### config.mk
export PLATFORM = sky130hd
export DESIGN_NAME = power_ctrl_flat
export DESIGN_NICKNAME = d
export VERILOG_FILES = /design/src/rtl/hood_pkg.sv /design/src/rtl/power_ctrl_if.sv /design/src/rtl/btn_debounce.sv /design/src/rtl/power_ctrl.sv /design/src/flat_wrapper.sv
export SDC_FILE = /design/constraint.sdc
export NUM_CORES = 1
export LEC_CHECK = 0
export BUFFER_PORTS_ARGS = -buffer_cell sky130_fd_sc_hd__buf_2
export CELL_PAD_IN_SITES_DETAIL_PLACEMENT = 1
export CELL_PAD_IN_SITES_GLOBAL_PLACEMENT = 1
export CORE_MARGIN = 8
export CORE_UTILIZATION = 43
export DETAILED_ROUTE_END_ITERATION = 10
export PLACE_DENSITY = 0.84
export SYNTH_ARGS = -nofsm -noshare
export SYNTH_HDL_FRONTEND = slang
export SYNTH_SLANG_ARGS = --single-unit
### constraint.sdc
create_clock -name clk -period 2.1 [get_ports clk]
set_input_delay 0.21 -clock clk [delete_from_list [all_inputs] [get_ports clk]]
set_output_delay 0.21 -clock clk [all_outputs]
set_load 0.1 [all_outputs]
### src/rtl/hood_pkg.sv
// Shared types and default timing constants for the hood power controller.
// State encoding, timer widths and small state-class helpers live here.
package hood_pkg;

    localparam int unsigned ONE_SECOND_DEF      = 100_000_000;
    localparam int unsigned DEBOUNCE_CYCLES_DEF = 1_000_000;
    localparam int unsigned GESTURE_SEC_DEF     = 5;
    localparam int unsigned LONG_PRESS_SEC_DEF  = 3;

    localparam int unsigned SEC_W = 3;

    typedef enum logic [2:0] {
        ST_OFF      = 3'd0,
        ST_ON       = 3'd1,
        ST_GEST_ON  = 3'd2,
        ST_GEST_OFF = 3'd3,
        ST_HOLD     = 3'd4
    } state_e;

    function automatic logic is_powered(state_e s);
        return (s == ST_ON) || (s == ST_GEST_OFF) || (s == ST_HOLD);
    endfunction

    function automatic logic is_gesture(state_e s);
        return (s == ST_GEST_ON) || (s == ST_GEST_OFF);
    endfunction

endpackage

### src/rtl/power_ctrl_if.sv
// Key inputs and status outputs of the hood power controller.
// The master side drives the raw keys, the slave side reports status.
interface power_ctrl_if;
    import hood_pkg::*;

    logic             power_btn;
    logic             left_btn;
    logic             right_btn;
    logic             power_state;
    logic [SEC_W-1:0] gesture_sec_left;
    logic             hold_active;

    modport master (
        output power_btn, left_btn, right_btn,
        input  power_state, gesture_sec_left, hold_active
    );

    modport slave (
        input  power_btn, left_btn, right_btn,
        output power_state, gesture_sec_left, hold_active
    );

endinterface

### src/rtl/btn_debounce.sv
// Two-flop synchronizer plus counting debouncer for one raw key.
// Emits the stable level and a one-cycle pulse after each stable rise.
module btn_debounce
    import hood_pkg::*;
#(
    parameter int unsigned DEBOUNCE_CYCLES = DEBOUNCE_CYCLES_DEF
) (
    input  logic clk,
    input  logic reset,
    input  logic btn_i,
    output logic stable_o,
    output logic press_o
);

    localparam int unsigned CNT_W = $clog2(DEBOUNCE_CYCLES + 1);
    localparam logic [CNT_W-1:0] CNT_LAST = CNT_W'(DEBOUNCE_CYCLES - 1);

    logic             sync1_q, sync2_q;
    logic             stable_q, stable_d;
    logic             press_q, press_d;
    logic [CNT_W-1:0] cnt_q, cnt_d;

    // Count cycles of disagreement; flip the stable value on the last one
    always_comb begin
        stable_d = stable_q;
        press_d  = 1'b0;
        cnt_d    = '0;
        if (sync2_q != stable_q) begin
            if (cnt_q == CNT_LAST) begin
                stable_d = sync2_q;
                press_d  = sync2_q;
            end else begin
                cnt_d = cnt_q + 1'b1;
            end
        end
    end

    // Synchronizer, debounce counter and pulse registers
    always_ff @(posedge clk) begin
        if (!reset) begin
            sync1_q  <= 1'b0;
            sync2_q  <= 1'b0;
            stable_q <= 1'b0;
            press_q  <= 1'b0;
            cnt_q    <= '0;
        end else begin
            sync1_q  <= btn_i;
            sync2_q  <= sync1_q;
            stable_q <= stable_d;
            press_q  <= press_d;
            cnt_q    <= cnt_d;
        end
    end

    assign stable_o = stable_q;
    assign press_o  = press_q;

endmodule

### src/rtl/power_ctrl.sv
// Hood power FSM: power key toggles with long-press off, plus
// left/right gesture windows that switch power after a confirming key.
module power_ctrl
    import hood_pkg::*;
#(
    parameter int unsigned ONE_SECOND      = ONE_SECOND_DEF,
    parameter int unsigned DEBOUNCE_CYCLES = DEBOUNCE_CYCLES_DEF,
    parameter int unsigned GESTURE_SEC     = GESTURE_SEC_DEF,
    parameter int unsigned LONG_PRESS_SEC  = LONG_PRESS_SEC_DEF
) (
    input  logic         clk,
    input  logic         reset,
    power_ctrl_if.slave  hood
);

    localparam int unsigned CYC_W = (ONE_SECOND > 1) ? $clog2(ONE_SECOND) : 1;
    localparam logic [CYC_W-1:0] CYC_LAST = CYC_W'(ONE_SECOND - 1);

    logic pwr_press, pwr_lvl;
    logic left_press, left_lvl;
    logic right_press, right_lvl;
    logic unused_lvl;

    state_e           state_q, state_d;
    logic [CYC_W-1:0] cyc_q, cyc_d;
    logic [SEC_W-1:0] sec_q, sec_d;
    logic             power_q, power_d;
    logic             hold_c;
    logic [SEC_W-1:0] gsl_c;
    logic             timeout;

    btn_debounce #(.DEBOUNCE_CYCLES(DEBOUNCE_CYCLES)) u_pwr (
        .clk     (clk),
        .reset   (reset),
        .btn_i   (hood.power_btn),
        .stable_o(pwr_lvl),
        .press_o (pwr_press)
    );

    btn_debounce #(.DEBOUNCE_CYCLES(DEBOUNCE_CYCLES)) u_left (
        .clk     (clk),
        .reset   (reset),
        .btn_i   (hood.left_btn),
        .stable_o(left_lvl),
        .press_o (left_press)
    );

    btn_debounce #(.DEBOUNCE_CYCLES(DEBOUNCE_CYCLES)) u_right (
        .clk     (clk),
        .reset   (reset),
        .btn_i   (hood.right_btn),
        .stable_o(right_lvl),
        .press_o (right_press)
    );

    // Gesture keys only matter as press pulses
    assign unused_lvl = left_lvl ^ right_lvl;

    // Last cycle of the final second of the running window
    assign timeout = (sec_q == SEC_W'(1)) && (cyc_q == CYC_LAST);

    // State register
    always_ff @(posedge clk) begin
        if (!reset) state_q <= ST_OFF;
        else        state_q <= state_d;
    end

    // Next state: power beats left beats right, presses beat timeouts
    always_comb begin
        state_d = state_q;
        unique case (state_q)
            ST_OFF: begin
                if (pwr_press)       state_d = ST_ON;
                else if (left_press) state_d = ST_GEST_ON;
            end
            ST_GEST_ON: begin
                if (pwr_press)        state_d = ST_ON;
                else if (right_press) state_d = ST_ON;
                else if (timeout)     state_d = ST_OFF;
            end
            ST_ON: begin
                if (pwr_press)        state_d = ST_HOLD;
                else if (right_press) state_d = ST_GEST_OFF;
            end
            ST_GEST_OFF: begin
                if (pwr_press)       state_d = ST_HOLD;
                else if (left_press) state_d = ST_OFF;
                else if (timeout)    state_d = ST_ON;
            end
            ST_HOLD: begin
                if (!pwr_lvl)     state_d = ST_ON;
                else if (timeout) state_d = ST_OFF;
            end
            default: state_d = ST_OFF;
        endcase
    end

    // Outputs: power level follows the next state so it lands with it
    always_comb begin
        power_d = is_powered(state_d);
        hold_c  = (state_q == ST_HOLD);
        gsl_c   = is_gesture(state_q) ? sec_q : '0;
    end

    // Window timer, reloaded on every state change
    always_comb begin
        cyc_d = cyc_q;
        sec_d = sec_q;
        if (state_d != state_q) begin
            cyc_d = '0;
            if (is_gesture(state_d))      sec_d = SEC_W'(GESTURE_SEC);
            else if (state_d == ST_HOLD)  sec_d = SEC_W'(LONG_PRESS_SEC);
            else                          sec_d = '0;
        end else if (sec_q != '0) begin
            if (cyc_q == CYC_LAST) begin
                cyc_d = '0;
                sec_d = sec_q - 1'b1;
            end else begin
                cyc_d = cyc_q + 1'b1;
            end
        end
    end

    // Timer and registered power level
    always_ff @(posedge clk) begin
        if (!reset) begin
            cyc_q   <= '0;
            sec_q   <= '0;
            power_q <= 1'b0;
        end else begin
            cyc_q   <= cyc_d;
            sec_q   <= sec_d;
            power_q <= power_d;
        end
    end

    assign hood.power_state      = power_q;
    assign hood.hold_active      = hold_c;
    assign hood.gesture_sec_left = gsl_c;

endmodule

### src/flat_wrapper.sv
// flat-port wrapper written by rule: the top's interface ports become plain ports
module power_ctrl_flat import hood_pkg::*;
#(
    parameter int unsigned ONE_SECOND      = ONE_SECOND_DEF,
    parameter int unsigned DEBOUNCE_CYCLES = DEBOUNCE_CYCLES_DEF,
    parameter int unsigned GESTURE_SEC     = GESTURE_SEC_DEF,
    parameter int unsigned LONG_PRESS_SEC  = LONG_PRESS_SEC_DEF
)
  (clk, reset, hood_power_btn, hood_left_btn, hood_right_btn, hood_power_state, hood_gesture_sec_left, hood_hold_active);
  power_ctrl_if hood_i ();
  input  logic clk;
  input  logic reset;
  input wire logic [$bits(hood_i.power_btn)-1:0] hood_power_btn;
  input wire logic [$bits(hood_i.left_btn)-1:0] hood_left_btn;
  input wire logic [$bits(hood_i.right_btn)-1:0] hood_right_btn;
  output wire logic [$bits(hood_i.power_state)-1:0] hood_power_state;
  output wire logic [$bits(hood_i.gesture_sec_left)-1:0] hood_gesture_sec_left;
  output wire logic [$bits(hood_i.hold_active)-1:0] hood_hold_active;
  assign hood_i.power_btn = hood_power_btn;
  assign hood_i.left_btn = hood_left_btn;
  assign hood_i.right_btn = hood_right_btn;
  assign hood_power_state = hood_i.power_state;
  assign hood_gesture_sec_left = hood_i.gesture_sec_left;
  assign hood_hold_active = hood_i.hold_active;
  power_ctrl #(.ONE_SECOND(ONE_SECOND), .DEBOUNCE_CYCLES(DEBOUNCE_CYCLES), .GESTURE_SEC(GESTURE_SEC), .LONG_PRESS_SEC(LONG_PRESS_SEC)) u_core (.clk(clk), .reset(reset), .hood(hood_i));
endmodule
Yosys cells after proc, flatten, opt, wreduce, memory -nomap -nowiden
Cells that the tools add are included.
Storage, ports and cells
  flip-flop bits (word level): 106
  bits in latches: 0
  RAM bits: 0
  ROM bits: 0
  input port bits: 5
  output and inout bits: 5
  word-level logic and storage cells: 84
  memories: 0
Operators by class
  $add $sub $neg: 5
  multipliers: 0
  div/mod/pow operators: 0
  order comparisons: 0
  equality and inequality tests: 17
  shifts and indexed selects: 0
  mux-type cells: 19
  bitwise operators: 4
  reductions and logical operators: 20
Operator list (number)
  $add 20x1->20 const B: 3
  $eq 20x20->1 const B: 3
  $mux 3: 16
  $add 27x1->27 const B: 1
  $eq 27x27->1 const B: 1
  $mux 27: 1
  $pmux 3 s5: 1
  $eq 3x2->1 const B: 4
  $eq 3x1->1 const B: 3
  $reduce_and 3->1: 3
  $reduce_or 3->1: 3
  $reduce_and 2->1: 4
  $eq 3x3->1 const B: 2
  $logic_or 1x1->1: 4
  $not 1->1: 4
  $reduce_bool 2->1: 2
  $logic_not 3->1: 1
  $ne 1x1->1: 3
  $ne 3x3->1: 1
  $reduce_bool 3->1: 1
  $sub 3x1->3 const B: 1
  $mux 2: 1
  $reduce_or 2->1: 1
  $logic_and 1x1->1: 1

Logic depth before layout (Yosys ltp)
  depth after elaboration: 10
  mapped depth: 9
  depth with buffers taken out: 8

By module
Synthesis repeated with hierarchy kept, for this count alone.
Second synthesis, totals
  cells, all modules: 574
  area total of the unflattened synthesis: 5228.8 µm²
Modules (own cells, without submodules)
  btn_debounce: instances 3, cells an instance 114, area an instance 1054.8 µm², seq. area each 480.5 µm²
  power_ctrl: instances 1, cells an instance 232, area an instance 2064.5 µm², seq. area each 680.7 µm²

Worst setup path before layout
Ideal clock, no wire load.
  kind: register to output
  from: register u_core.state_q[1]
  to: output hood_gesture_sec_left[0]
  arrival time: 1.998 ns
  required time: 1.890 ns
  slack: -0.108 ns
  cell stages (with the launch flop): 5
  path buffers: 1
  cells stage by stage: dfxtp_1 clkbuf_1 nor2b_1 inv_1 nor2_1
On the way
  word-level cells in the longest chain between the ends: 3
  elaborated cells between the ends (all ways): 4
  classes of those cells: 2 x eq/ne; 1 x mux; 1 x reduce/logical
Ends and longest elaborated chain
  start: declaration: line power_ctrl.sv:24  | state_e state_q, state_d;
  start signal: assignment: line power_ctrl.sv:65  | else state_q <= state_d;
  $eq 3x2->1: line hood_pkg.sv:25  | return (s == ST_GEST_ON) || (s == ST_GEST_OFF);
  $logic_or 1x1->1 *: line hood_pkg.sv:25
  $mux 3 *: line power_ctrl.sv:102  | gsl_c = is_gesture(state_q) ? sec_q : '0;
  end: declaration: line flat_wrapper.sv:17  | output wire logic [$bits(hood_i.gesture_sec_left)-1:0] hood_gesture_sec_left;
Mark *: on every way between the ends. The rest lies on a longest branch, timed or not.

Worst setup path after layout
  from: register u_core.sec_q[1]
  to: register u_core.cyc_q[24]
On the way
  word-level cells in the longest chain between the ends: 8
  elaborated cells between the ends (all ways): 13
  classes of those cells: 2 x eq/ne; 8 x mux; 3 x reduce/logical
Ends and longest elaborated chain
  start: declaration: line power_ctrl.sv:26  | logic [SEC_W-1:0] sec_q, sec_d;
  start signal: assignment: line power_ctrl.sv:128  | sec_q <= '0;
  start signal: assignment: line power_ctrl.sv:132  | sec_q <= sec_d;
  $eq 3x1->1: line power_ctrl.sv:60  | assign timeout = (sec_q == SEC_W'(1)) && (cyc_q == CYC_LAST);
  $logic_and 1x1->1: line power_ctrl.sv:60
  $mux 3, on equally long branches: line power_ctrl.sv:88, power_ctrl.sv:79, power_ctrl.sv:92
  $mux 3, on equally long branches: line power_ctrl.sv:87, power_ctrl.sv:78
  $mux 3, on equally long branches: line power_ctrl.sv:86, power_ctrl.sv:77
  $pmux 3 s5: line power_ctrl.sv:71  | unique case (state_q)
  $ne 3x3->1: line power_ctrl.sv:109  | if (state_d != state_q) begin
  $reduce_or 2->1 (no line)
  end signal: assignment: line power_ctrl.sv:131  | cyc_q <= cyc_d;
  end: declaration: line power_ctrl.sv:25  | logic [CYC_W-1:0] cyc_q, cyc_d;
Parallel ways exist; a longest one is shown, timed or not.
A chain may end at the register's enable or synchronous reset.

==> results.sh <==
export IMPL_synthAdderAreaFrac_pct=1.85
export IMPL_drc_errors=0
export IMPL_clk_pin_slew_worst_paths_ns=0.10
export IMPL_clock_sinks=106
export IMPL_final_common_cell="nor2_1"
export IMPL_ys_flop_type="dfxtp_1"
export IMPL_grt_pass1_vias=3953
export IMPL_wirelength_um=10900
export IMPL_dr_pass1_iters=4
export IMPL_wire_per_inst_um=15.3
export IMPL_fin_crit_ns=2.04
export IMPL_async_flop_share_pct=0
export IMPL_r2r_end="u_core.cyc_q[24]$_SDFFE_PP0P_"
export IMPL_synth_top_area_share_pct=44.7
export IMPL_cp_start_kind="flop"
export IMPL_synth_cell_types=54
export IMPL_maxSlewHeadroom_pct=63.7
export IMPL_place_hpwl_um=7480
export IMPL_dieArea_um2=14600
export IMPL_fin_skew_ns=0.00987
export IMPL_end_kind="flop"
export IMPL_die_h_um=121
export IMPL_period_share_pct=97.0
export IMPL_synthXorXnorAreaFrac_pct=14.8
export IMPL_hold_path_class="input port to flop"
export IMPL_initial_utilization_pct=43.9
export IMPL_grt_max_degree=24
export IMPL_cp_arrival_ns=2.32
export IMPL_vias=3770
export IMPL_htree_num_levels=3
export IMPL_fin_nets=578
export IMPL_powerDensity_nw_per_um2=623
export IMPL_drv_slew=0
export IMPL_crit_end="u_core.cyc_q[24]$_SDFFE_PP0P_"
export IMPL_r2r_setup_slack_ns=0.06
export IMPL_cts_tree="built"
export IMPL_area_growth_synth_to_final_pct=12.0
export IMPL_maxCapViolCount=0
export IMPL_synth_top_family_by_area="simple AND/OR/NAND/NOR gates"
export IMPL_grt_total_usage_pct=15.2
export IMPL_rsz0062_at_grt="true"
export IMPL_syn_area_um2=4740
export IMPL_io_pins=10
export IMPL_required_ns=2.38
export IMPL_tightest_slew_ns=0.531
export IMPL_drive_gt1_share_pct=11.4
export IMPL_gr_total_overflow=0
export IMPL_ys_seq_area_share_pct=44.7
export IMPL_critPathMaxFanout=5
export IMPL_syn_avg_cell_area_um2=8.81
export IMPL_num_rows=38
export IMPL_status="completed"
export IMPL_fill_cells=1265
export IMPL_r2r_start="u_core.sec_q[1]$_SDFFE_PN0P_"
export IMPL_gp_congestion=0.826
export IMPL_yosys_area_share_simple_pct=31.0
export IMPL_yosys_mux_area_fraction_pct=1.40
export IMPL_die_w_um=121
export IMPL_portBuffers=9
export IMPL_core_area_um2=10800
export IMPL_grt_pass1_wl_um=18300
export IMPL_vias_per_cell=5.31
export IMPL_synth_area_leaders="dfxtp_1, xor2_1, nor2_1"
export IMPL_critical_path_startpoint="u_core.sec_q[1]$_SDFFE_PN0P_"
export IMPL_synthCells=538
export IMPL_synth_compound_area_share_pct=4.04
export IMPL_yosys_warnings=0
export IMPL_clock_latency_ns=0.39
export IMPL_layout_common_cells="nor2_1, dfxtp_1, xor2_1"
export IMPL_power_mw=3.31
export IMPL_max_freq_mhz=491
export IMPL_ant_nets=0
export IMPL_synth_seq_cells=106
export IMPL_cts_root_buffer="clkbuf_8"
export IMPL_critPathKind="flop to flop"
export IMPL_synth_top_area_cell="dfxtp_1"
export IMPL_reg2reg_depth=8
export IMPL_leakagePower_nw=1.95
export IMPL_utilization_pct=49.2
export IMPL_diodes=0
export IMPL_syn_num_nets=550
export IMPL_min_from="hood_right_btn"
export IMPL_irDropWorstVdd_uv=534
export IMPL_drt_initial_drc_count=108
export IMPL_finalHoldViolations=0
export IMPL_cts_path_max_buffers=2
export IMPL_cts_buffers=9
export IMPL_synth_edf_count=0
export IMPL_holdWs_ns=0.0317
export IMPL_antenna_found_initial=0
export IMPL_finalSetupViolations=0
[where the power goes]
group	leakage, nW	internal (mW)	switching, mW
registers	0.856	2.02	0.00509
clock network	0.0856	0.548	0.696
logic	1.01	0.0163	0.0286
total	1.95	2.58	0.730
[critical path: stages, from the launching register on]
cell and delay (ns):
dfxtp_1 0.33, inv_1 0.10, ha_1 0.22, nor2b_1 0.15, or4b_4 0.53, nor3_4 0.21, nand4_1 0.15, xor2_1 0.17
nor2_1 0.06
[cells by family (layout without fill, tap and decap cells)]
kind of cell    Yosys count  in the layout
compound gates           27             27
xor+xnor                 80             80
fa+ha+maj                 7              7
buf+inv                  25             57
flops                   106            106
mux                       6              6
simple gates            287            287
[registers in the layout, summed over array words and instances (netlist names)]
register / cells
u_core.u_left.sync1_q: 1
u_core.u_right.press_o: 1
u_core.u_pwr.sync2_q: 1
u_core.u_pwr.cnt_q: 20
u_core.u_left.press_o: 1
u_core.u_pwr.stable_o: 1
u_core.u_left.cnt_q: 20
u_core.sec_q: 3
u_core.state_q: 3
u_core.u_right.stable_o: 1
u_core.hood.power_state: 1
u_core.u_pwr.press_o: 1
u_core.u_pwr.sync1_q: 1
u_core.u_right.cnt_q: 20
u_core.u_right.sync2_q: 1
u_core.cyc_q: 27
u_core.u_right.sync1_q: 1
u_core.u_left.stable_o: 1
u_core.u_left.sync2_q: 1
[Yosys cell counts (4+ instances only)]
master / n
inv_1: 7
ha_1: 7
dfxtp_1: 106
and3_1: 20
nor2b_1: 9
nor3_1: 12
clkbuf_1: 14
xor2_1: 60
nor4b_1: 6
nor2_1: 106
and2_1: 9
a21oi_1: 7
mux2i_1: 4
nand2_1: 36
and4_1: 4
nand4_1: 22
xnor2_1: 20
nand3_1: 37
[stage by stage]
| step | cell area [µm²] | setup TNS [ns] | setup slack, ns | cells |
|---|---|---|---|---|
| after floorplan | 4750 | -0.216 | -0.108 | 538 |
| after global placement | 5050 | 0 | 0.104 | 689 |
| after detailed placement | 5050 | -0.0233 | -0.0233 | 689 |
| after CTS | 5270 | 0 | 0.00736 | 707 |
| after global routing | 5310 | -0.0515 | -0.0515 | 710 |
| final | 5310 | 0 | 0.0634 | 710 |
[cell type report]
cell class / count / area [µm²] / share of cell area [%]
multi-input combinational: 407 / 2540 / 47.9
tap: 140 / 175 / 3.30
sequential: 106 / 2130 / 40.0
clock inverter: 4 / 53.8 / 1.01
timing repair buffer: 35 / 256 / 4.83
clock buffer: 11 / 131 / 2.47
inverter: 7 / 26.3 / 0.495
[metal layers]
layer / track usage [%] / wire (µm) / vias up
met5: 0 / 0 / -
met4: 4.76 / 189 / 0
met3: 4.56 / 274 / 16
met2: 27.7 / 5750 / 28
met1: 16.4 / 4640 / 1850
li1: - / - / 1876
[worst min path at each step]
stage / to / depth (start not counted) / slack [ns]
CTS: u_core.u_right.sync1_q$_SDFF_PN0_ / 2 / 0.007
global placement: u_core.u_left.sync1_q$_SDFF_PN0_ / 2 / 0.42
finish: u_core.u_right.sync1_q$_SDFF_PN0_ / 2 / 0.03
floorplan: u_core.u_left.sync1_q$_SDFF_PN0_ / 1 / 0.34
global route: u_core.u_right.sync1_q$_SDFF_PN0_ / 2 / 0.02
detailed placement: u_core.u_left.sync1_q$_SDFF_PN0_ / 2 / 0.42
[timing repair]
| action | 4_1_cts | 5_1_grt |
|---|---|---|
| cloned | 0 | 1 |
| buffers inserted | 2 | 2 |
| resized for setup | 3 | 5 |
| hold buffers | 1 | 0 |
| hold endpoints to repair | 1 | 0 |
| pin swaps | 1 | 2 |
| setup endpoints to repair | 3 | 23 |
(Power assumes the default switching activity.)
